## src/rtl/mo_linebuf_ctrl.sv

```systemverilog
// Ping-pong line buffer controller for the motion-object layer.
// One 256x4 bank is displayed (read with clear-behind-read) while the
// other bank collects pixels for the next scanline from the MO engine.
//
// Write handshake: a write transfers in every cycle where wr_valid and
// wr_ready are both high. wr_ready is high only in RUN, so the engine
// must hold wr_valid/wr_x/wr_color until it sees wr_ready. A transfer
// with the transparent colour completes but leaves the RAM untouched.
module mo_linebuf_ctrl #(
  parameter int         LINE_LEN = 256,
  parameter logic [3:0] TRANSP   = 4'h0
) (
  input  logic       clk,
  input  logic       reset,
  input  logic       line_start,
  input  logic       pix_ce,
  input  logic       wr_valid,
  output logic       wr_ready,
  input  logic [7:0] wr_x,
  input  logic [3:0] wr_color,
  output logic [7:0] ram0_a,
  output logic [3:0] ram0_i,
  output logic       ram0_w,
  input  logic [3:0] ram0_d,
  output logic [7:0] ram1_a,
  output logic [3:0] ram1_i,
  output logic       ram1_w,
  input  logic [3:0] ram1_d,
  output logic [3:0] pix_out,
  output logic       pix_valid,
  output logic       disp_bank,
  output logic       overrun,
  output logic [1:0] dbg_state
);

  localparam logic [7:0] X_LAST = 8'(LINE_LEN - 1);

  typedef enum logic [1:0] {
    S_INIT  = 2'd0,
    S_RUN   = 2'd1,
    S_CLEAR = 2'd2,
    S_SWAP  = 2'd3
  } state_t;

  state_t     state_q, state_d;
  logic [7:0] rd_x_q, rd_x_d;
  logic       rd_done_q, rd_done_d;
  logic       disp_bank_q, disp_bank_d;
  logic       overrun_q, overrun_d;
  logic       pv_q, pv_d;
  logic       rd_bank_q;
  logic [3:0] pix_hold_q;
  logic [7:0] a0_q, a1_q;

  // Display-side and write-side RAM requests, before bank steering
  logic       d_act, d_we;
  logic [7:0] d_a;
  logic       w_act, w_we;
  logic [7:0] w_a;
  logic [3:0] w_data;

  // Per-bank requests after steering
  logic       b0_act, b0_we, b1_act, b1_we;
  logic [7:0] b0_a, b1_a;
  logic [3:0] b0_data, b1_data;

  // Next-state logic and RAM requests for each phase of the line
  always_comb begin
    state_d     = state_q;
    rd_x_d      = rd_x_q;
    rd_done_d   = rd_done_q;
    disp_bank_d = disp_bank_q;
    overrun_d   = overrun_q | (line_start && (state_q != S_RUN));
    pv_d        = 1'b0;
    wr_ready    = 1'b0;
    d_act       = 1'b0;
    d_we        = 1'b0;
    d_a         = rd_x_q;
    w_act       = 1'b0;
    w_we        = 1'b0;
    w_a         = wr_x;
    w_data      = TRANSP;
    case (state_q)
      S_INIT: begin
        // Both banks are wiped together, one address per clock
        d_act  = 1'b1;
        d_we   = 1'b1;
        w_act  = 1'b1;
        w_we   = 1'b1;
        w_a    = rd_x_q;
        rd_x_d = rd_x_q + 8'd1;
        if (rd_x_q == 8'd255) begin
          state_d = S_RUN;
          rd_x_d  = 8'd0;
        end
      end
      S_RUN: begin
        wr_ready = 1'b1;
        if (wr_valid) begin
          w_act  = 1'b1;
          w_a    = wr_x;
          w_data = wr_color;
          w_we   = (wr_color != TRANSP);
        end
        // Read the old pixel and clear it in the same RAM cycle
        if (pix_ce && !rd_done_q) begin
          d_act = 1'b1;
          d_we  = 1'b1;
          pv_d  = 1'b1;
          if (rd_x_q == X_LAST) rd_done_d = 1'b1;
          else                  rd_x_d    = rd_x_q + 8'd1;
        end
        // The decision sees this clock's read already counted
        if (line_start) state_d = rd_done_d ? S_SWAP : S_CLEAR;
      end
      S_CLEAR: begin
        // Finish wiping the unread tail so the bank returns empty
        d_act = 1'b1;
        d_we  = 1'b1;
        if (rd_x_q == X_LAST) state_d = S_SWAP;
        else                  rd_x_d  = rd_x_q + 8'd1;
      end
      S_SWAP: begin
        disp_bank_d = ~disp_bank_q;
        rd_x_d      = 8'd0;
        rd_done_d   = 1'b0;
        state_d     = S_RUN;
      end
      default: state_d = S_INIT;
    endcase
  end

  // Steer display/write requests onto the physical banks
  always_comb begin
    if (disp_bank_q) begin
      b0_act = w_act;  b0_we = w_we;  b0_a = w_a;  b0_data = w_data;
      b1_act = d_act;  b1_we = d_we;  b1_a = d_a;  b1_data = TRANSP;
    end else begin
      b0_act = d_act;  b0_we = d_we;  b0_a = d_a;  b0_data = TRANSP;
      b1_act = w_act;  b1_we = w_we;  b1_a = w_a;  b1_data = w_data;
    end
  end

  // Idle banks keep their previous address; strobes are forced off in reset
  assign ram0_a    = b0_act ? b0_a : a0_q;
  assign ram0_i    = b0_data;
  assign ram0_w    = ~(b0_we & ~reset);
  assign ram1_a    = b1_act ? b1_a : a1_q;
  assign ram1_i    = b1_data;
  assign ram1_w    = ~(b1_we & ~reset);

  // Read data arrives one clock after the address; show it that clock
  assign pix_out   = pv_q ? (rd_bank_q ? ram1_d : ram0_d) : pix_hold_q;
  assign pix_valid = pv_q;
  assign disp_bank = disp_bank_q;
  assign overrun   = overrun_q;
  assign dbg_state = state_q;

  // State, counters and output holding registers
  always_ff @(posedge clk or posedge reset) begin
    if (reset) begin
      state_q     <= S_INIT;
      rd_x_q      <= 8'd0;
      rd_done_q   <= 1'b0;
      disp_bank_q <= 1'b0;
      overrun_q   <= 1'b0;
      pv_q        <= 1'b0;
      rd_bank_q   <= 1'b0;
      pix_hold_q  <= 4'h0;
      a0_q        <= 8'd0;
      a1_q        <= 8'd0;
    end else begin
      state_q     <= state_d;
      rd_x_q      <= rd_x_d;
      rd_done_q   <= rd_done_d;
      disp_bank_q <= disp_bank_d;
      overrun_q   <= overrun_d;
      pv_q        <= pv_d;
      if (pv_d) rd_bank_q  <= disp_bank_q;
      if (pv_q) pix_hold_q <= pix_out;
      a0_q        <= ram0_a;
      a1_q        <= ram1_a;
    end
  end

endmodule

```

## config.mk

```make
export PLATFORM = sky130hd
export DESIGN_NAME = mo_linebuf_ctrl
export DESIGN_NICKNAME = d
export VERILOG_FILES = /design/src/rtl/mo_linebuf_ctrl.sv
export SDC_FILE = /design/constraint.sdc
export NUM_CORES = 1
export LEC_CHECK = 0
export BUFFER_PORTS_ARGS = -buffer_cell sky130_fd_sc_hd__buf_2
export CAP_MARGIN = 20
export CORE_AREA = 2 2 49 86
export CTS_CLUSTER_SIZE = 25
export DETAILED_ROUTE_END_ITERATION = 6
export DIE_AREA = 0 0 51 88
export PLACE_DENSITY = 0.82
export SLEW_MARGIN = 20
export SYNTH_ARGS = -nofsm -noshare
export SYNTH_HDL_FRONTEND = slang
export SYNTH_SLANG_ARGS = --single-unit
```

## constraint.sdc

```tcl
create_clock -name clk -period 4.99 [get_ports clk]
set_clock_uncertainty 0.1 [all_clocks]
set_input_delay 0.2495 -clock clk [delete_from_list [all_inputs] [get_ports clk]]
set_output_delay 0.2495 -clock clk [all_outputs]
set_load 0.05 [all_outputs]
```

==> out/results.txt <==
Horiz. Die Dim - 51 um
final core area utilization - 64.0%
number of resized instances in the post-cts repair step - 0
clock insertion delay at the later pin of the skew report - 0.29 ns
number of filler instances in the final layout - 339
Min Hold Slack - 0.125 ns
number of nets in the layout - 273
final slew viol count - 0
number of setup violations in the final report - 0
average size of a mapped cell - 11.0 um^2
post-placement setup slack - 2.12 ns
distinct cell type count after synthesis - 40
Die Y-Extent - 88 um
nets in the synthesized netlist - 213
slew at the pin closest to its max-slew limit - 1.02 ns
required arrival time at the worst endpoint - 4.64 ns
number of buffers created by CTS - 5
antenna violations before repair - 0
final weighted congestion of routability-driven global placement - 0.869
count of mapped cells out of synthesis - 183
wire length after detailed routing - 4110 um
Yosys warning total - 0
sequential cell area - 876 um^2
clock tree from TritonCTS - built
Yosys reg bits - 35
element type at the critical path end - output pin
Port Buffers - 60
Worst Path Class, Setup - reg2out
router iterations before antenna repair - 4
Total Die Area - 4490 um^2
DRC violations left - 0
worst slew margin relative to its limit - 31.6%
commonest register cell after synthesis - dfrtp_1
wire length of the first global-routing pass - 7000 um
outcome - completed
DR iter-0 viols - 42
peak fanout along the critical path - 10
vias in the first global route - 1610
startpoint kind of the worst setup timing path - flop
signed area change from the synthesized netlist to the final layout - 19.9%
proportion of synthesized flip-flops having asynchronous set or reset - 100%
post-synthesis instance area - 2020 um^2
pin count of the biggest net entering global routing - 36
number of primary I/O pins - 61
number of max-capacitance violations reported - 0
Fmax achieved - 318 MHz
Max Root-Sink Buffers - 2
global route overflow - 0
effective utilization at floorplan - 53.3%
GRT Util Overall - 20.8%
Post-Route Setup TNS - 0 ns
final worst setup slack - 1.85 ns
# diodes - 0
WL per Instance - 14.1 um
Hold WC Path Type - in2reg
clock period minus final worst setup slack - 3.14 ns
total power divided by cell area - 211 nW/um^2
vias per cell - 5.63
WP data arrival - 2.79 ns
total leakage power - 1.20 nW
fraction of layout instances using a drive strength above 1 - 44.4%
RSZ-0062 raised after global routing - false
hold bufs inserted after CTS - 1
number of H-tree levels - 2
DP HPWL - 3100 um
Max VDD drop - 0.236 mV
number of standard-cell rows in the floorplan - 30
clock input transition at the sequential cells of the worst setup and hold paths - 0.07 ns
number of synthesized flops with an enable pin - 0
via count - 1637
TritonCTS Sinks - 35
Post-DRT Antenna Nets - 0
final hold vios - 0
CTS root buffer - clkbuf_8
post-synthesis sequential area ratio - 43.3%
number of buffers inserted by post-CTS setup repair - 0
portion of the clock cycle consumed by the worst path in the final layout - 63.0%
combined area of the multi-input logic cells - 1060 um^2
Core Box Area - 3790 um^2
## synthesized netlist by cell type (2+ instances only)
| cell | count | area (um^2) |
|---|---|---|
| mux2i_1 | 4 | 40.0 |
| o21ai_0 | 8 | 40.0 |
| nand2_1 | 3 | 11.3 |
| a2bb2oi_1 | 2 | 17.5 |
| nor2_1 | 12 | 45.0 |
| a21oi_1 | 13 | 65.1 |
| clkbuf_1 | 3 | 11.3 |
| and3_1 | 10 | 62.6 |
| ha_1 | 5 | 62.6 |
| a22oi_1 | 3 | 22.5 |
| inv_1 | 6 | 22.5 |
| nand3_1 | 2 | 10.0 |
| buf_6 | 3 | 33.8 |
| a22o_1 | 5 | 43.8 |
| nor2b_1 | 6 | 37.5 |
| mux2_2 | 35 | 394 |
| and2_1 | 6 | 37.5 |
| dfrtp_1 | 35 | 876 |
## where the power goes
group	internal (mW)	leakage [nW]	switching, mW
registers	0.284	0.419	0.00000000000000000801
clock network	0.108	0.0470	0.0948
logic	0.00974	0.731	0.0149
## state kept, by name, summed over array words and instances, names as in the netlist
register	cells
a0_q	8
rd_done_q	1
pix_hold_q	4
d_a	8
disp_bank	1
overrun	1
pix_valid	1
rd_bank_q	1
a1_q	8
dbg_state	2
## worst max-delay path, cell delays in order (launching register included)
cell	delay (ns)
dfrtp_1	0.42
inv_1	0.08
ha_1	0.28
nor2b_1	0.82
a21oi_2	0.33
mux2_2	0.32
buf_2	0.26
## through the flow
stage	power [mW]	cell area (um^2)	cells
CTS	0.518	2420	291
finish	0.511	2420	291
detailed placement	0.313	2330	283
global placement	0.313	2330	283
floorplan	0.299	2020	183
global route	0.532	2420	291
## final timing paths
path | start | end | slack (ns) | depth (start not counted)
worst max-delay path | dbg_state[0]$_DFFE_PP0P_ | ram1_a[0] | 1.85 | 6
worst min-delay path | line_start | overrun$_DFF_PP0_ | 0.12 | 3
worst max register to register | dbg_state[0]$_DFFE_PP0P_ | a1_q[0]$_DFF_PP0_ | 2.48 | 5
worst min register to register | overrun$_DFF_PP0_ | overrun$_DFF_PP0_ | 0.37 | 1
max in group asynchronous | reset | a1_q[1]$_DFF_PP0_ | 3.96 | 4
min in group asynchronous | reset | d_a[5]$_DFFE_PP0P_ | 0.52 | 4
## logic make-up (layout without fill, tap and decap cells)
| family | Yosys count | in the layout | share of synthesized area [%] |
|---|---|---|---|
| and+or+nand+nor | 49 | 49 | 13.9 |
| AOI/OAI and AO/OA | 39 | 39 | 13.6 |
| muxes | 39 | 39 | 21.5 |
| DFF | 35 | 35 | 43.3 |
| buffers and inverters | 15 | 75 | 4.21 |
| adders and majority gates | 5 | 5 | 3.09 |
| xor gates and xnor gates | 1 | 1 | 0.433 |
## routing by layer
| metal | GRT usage, % | routed length [um] |
|---|---|---|
| met5 | 0 | 0 |
| met4 | 12.3 | 118 |
| met2 | 36.7 | 2240 |
| met1 | 21.6 | 1520 |
| met3 | 5.29 | 240 |
## cell type report
class / count / area share (%)
timing repair buffer: 62 / 13.1
clock inverter: 1 / 0.206
tap: 48 / 2.48
multi-input combinational: 133 / 43.8
clock buffer: 6 / 3.41
sequential: 35 / 36.1
inverter: 6 / 0.929
## layout by cell type (no fill, tap or decap)
| cell | count |
|---|---|
| inv_1 | 6 |
| and3b_1 | 1 |
| nand3b_1 | 1 |
| nand3_1 | 2 |
| a32o_1 | 1 |
| a21o_1 | 1 |
| o21ai_0 | 8 |
| a32oi_1 | 1 |
| clkinv_2 | 1 |
| nand4_1 | 1 |
| xor2_1 | 1 |
| nor4b_1 | 1 |
| buf_2 | 60 |
| nand2_1 | 3 |
| dfrtp_1 | 35 |
| a22o_1 | 5 |
| o21bai_1 | 1 |
| and4_1 | 1 |
| nor2_1 | 12 |
| a21oi_1 | 13 |
| mux2i_1 | 4 |
| nor4_1 | 1 |
| a21oi_2 | 1 |
| and2_1 | 6 |
| a22oi_1 | 3 |
| mux2_2 | 35 |
| a221oi_4 | 1 |
| and3_1 | 10 |
| nor2_4 | 1 |
| o22a_1 | 1 |
| nand2b_1 | 1 |
| ha_1 | 5 |
| dlygate4sd3_1 | 1 |
| nor2_2 | 1 |
| a2bb2oi_1 | 2 |
| nor2b_1 | 6 |
| buf_4 | 1 |
| or3_1 | 1 |
| a31o_2 | 1 |
| clkbuf_8 | 6 |
No activity file was read; power rests on OpenSTA's default activity.
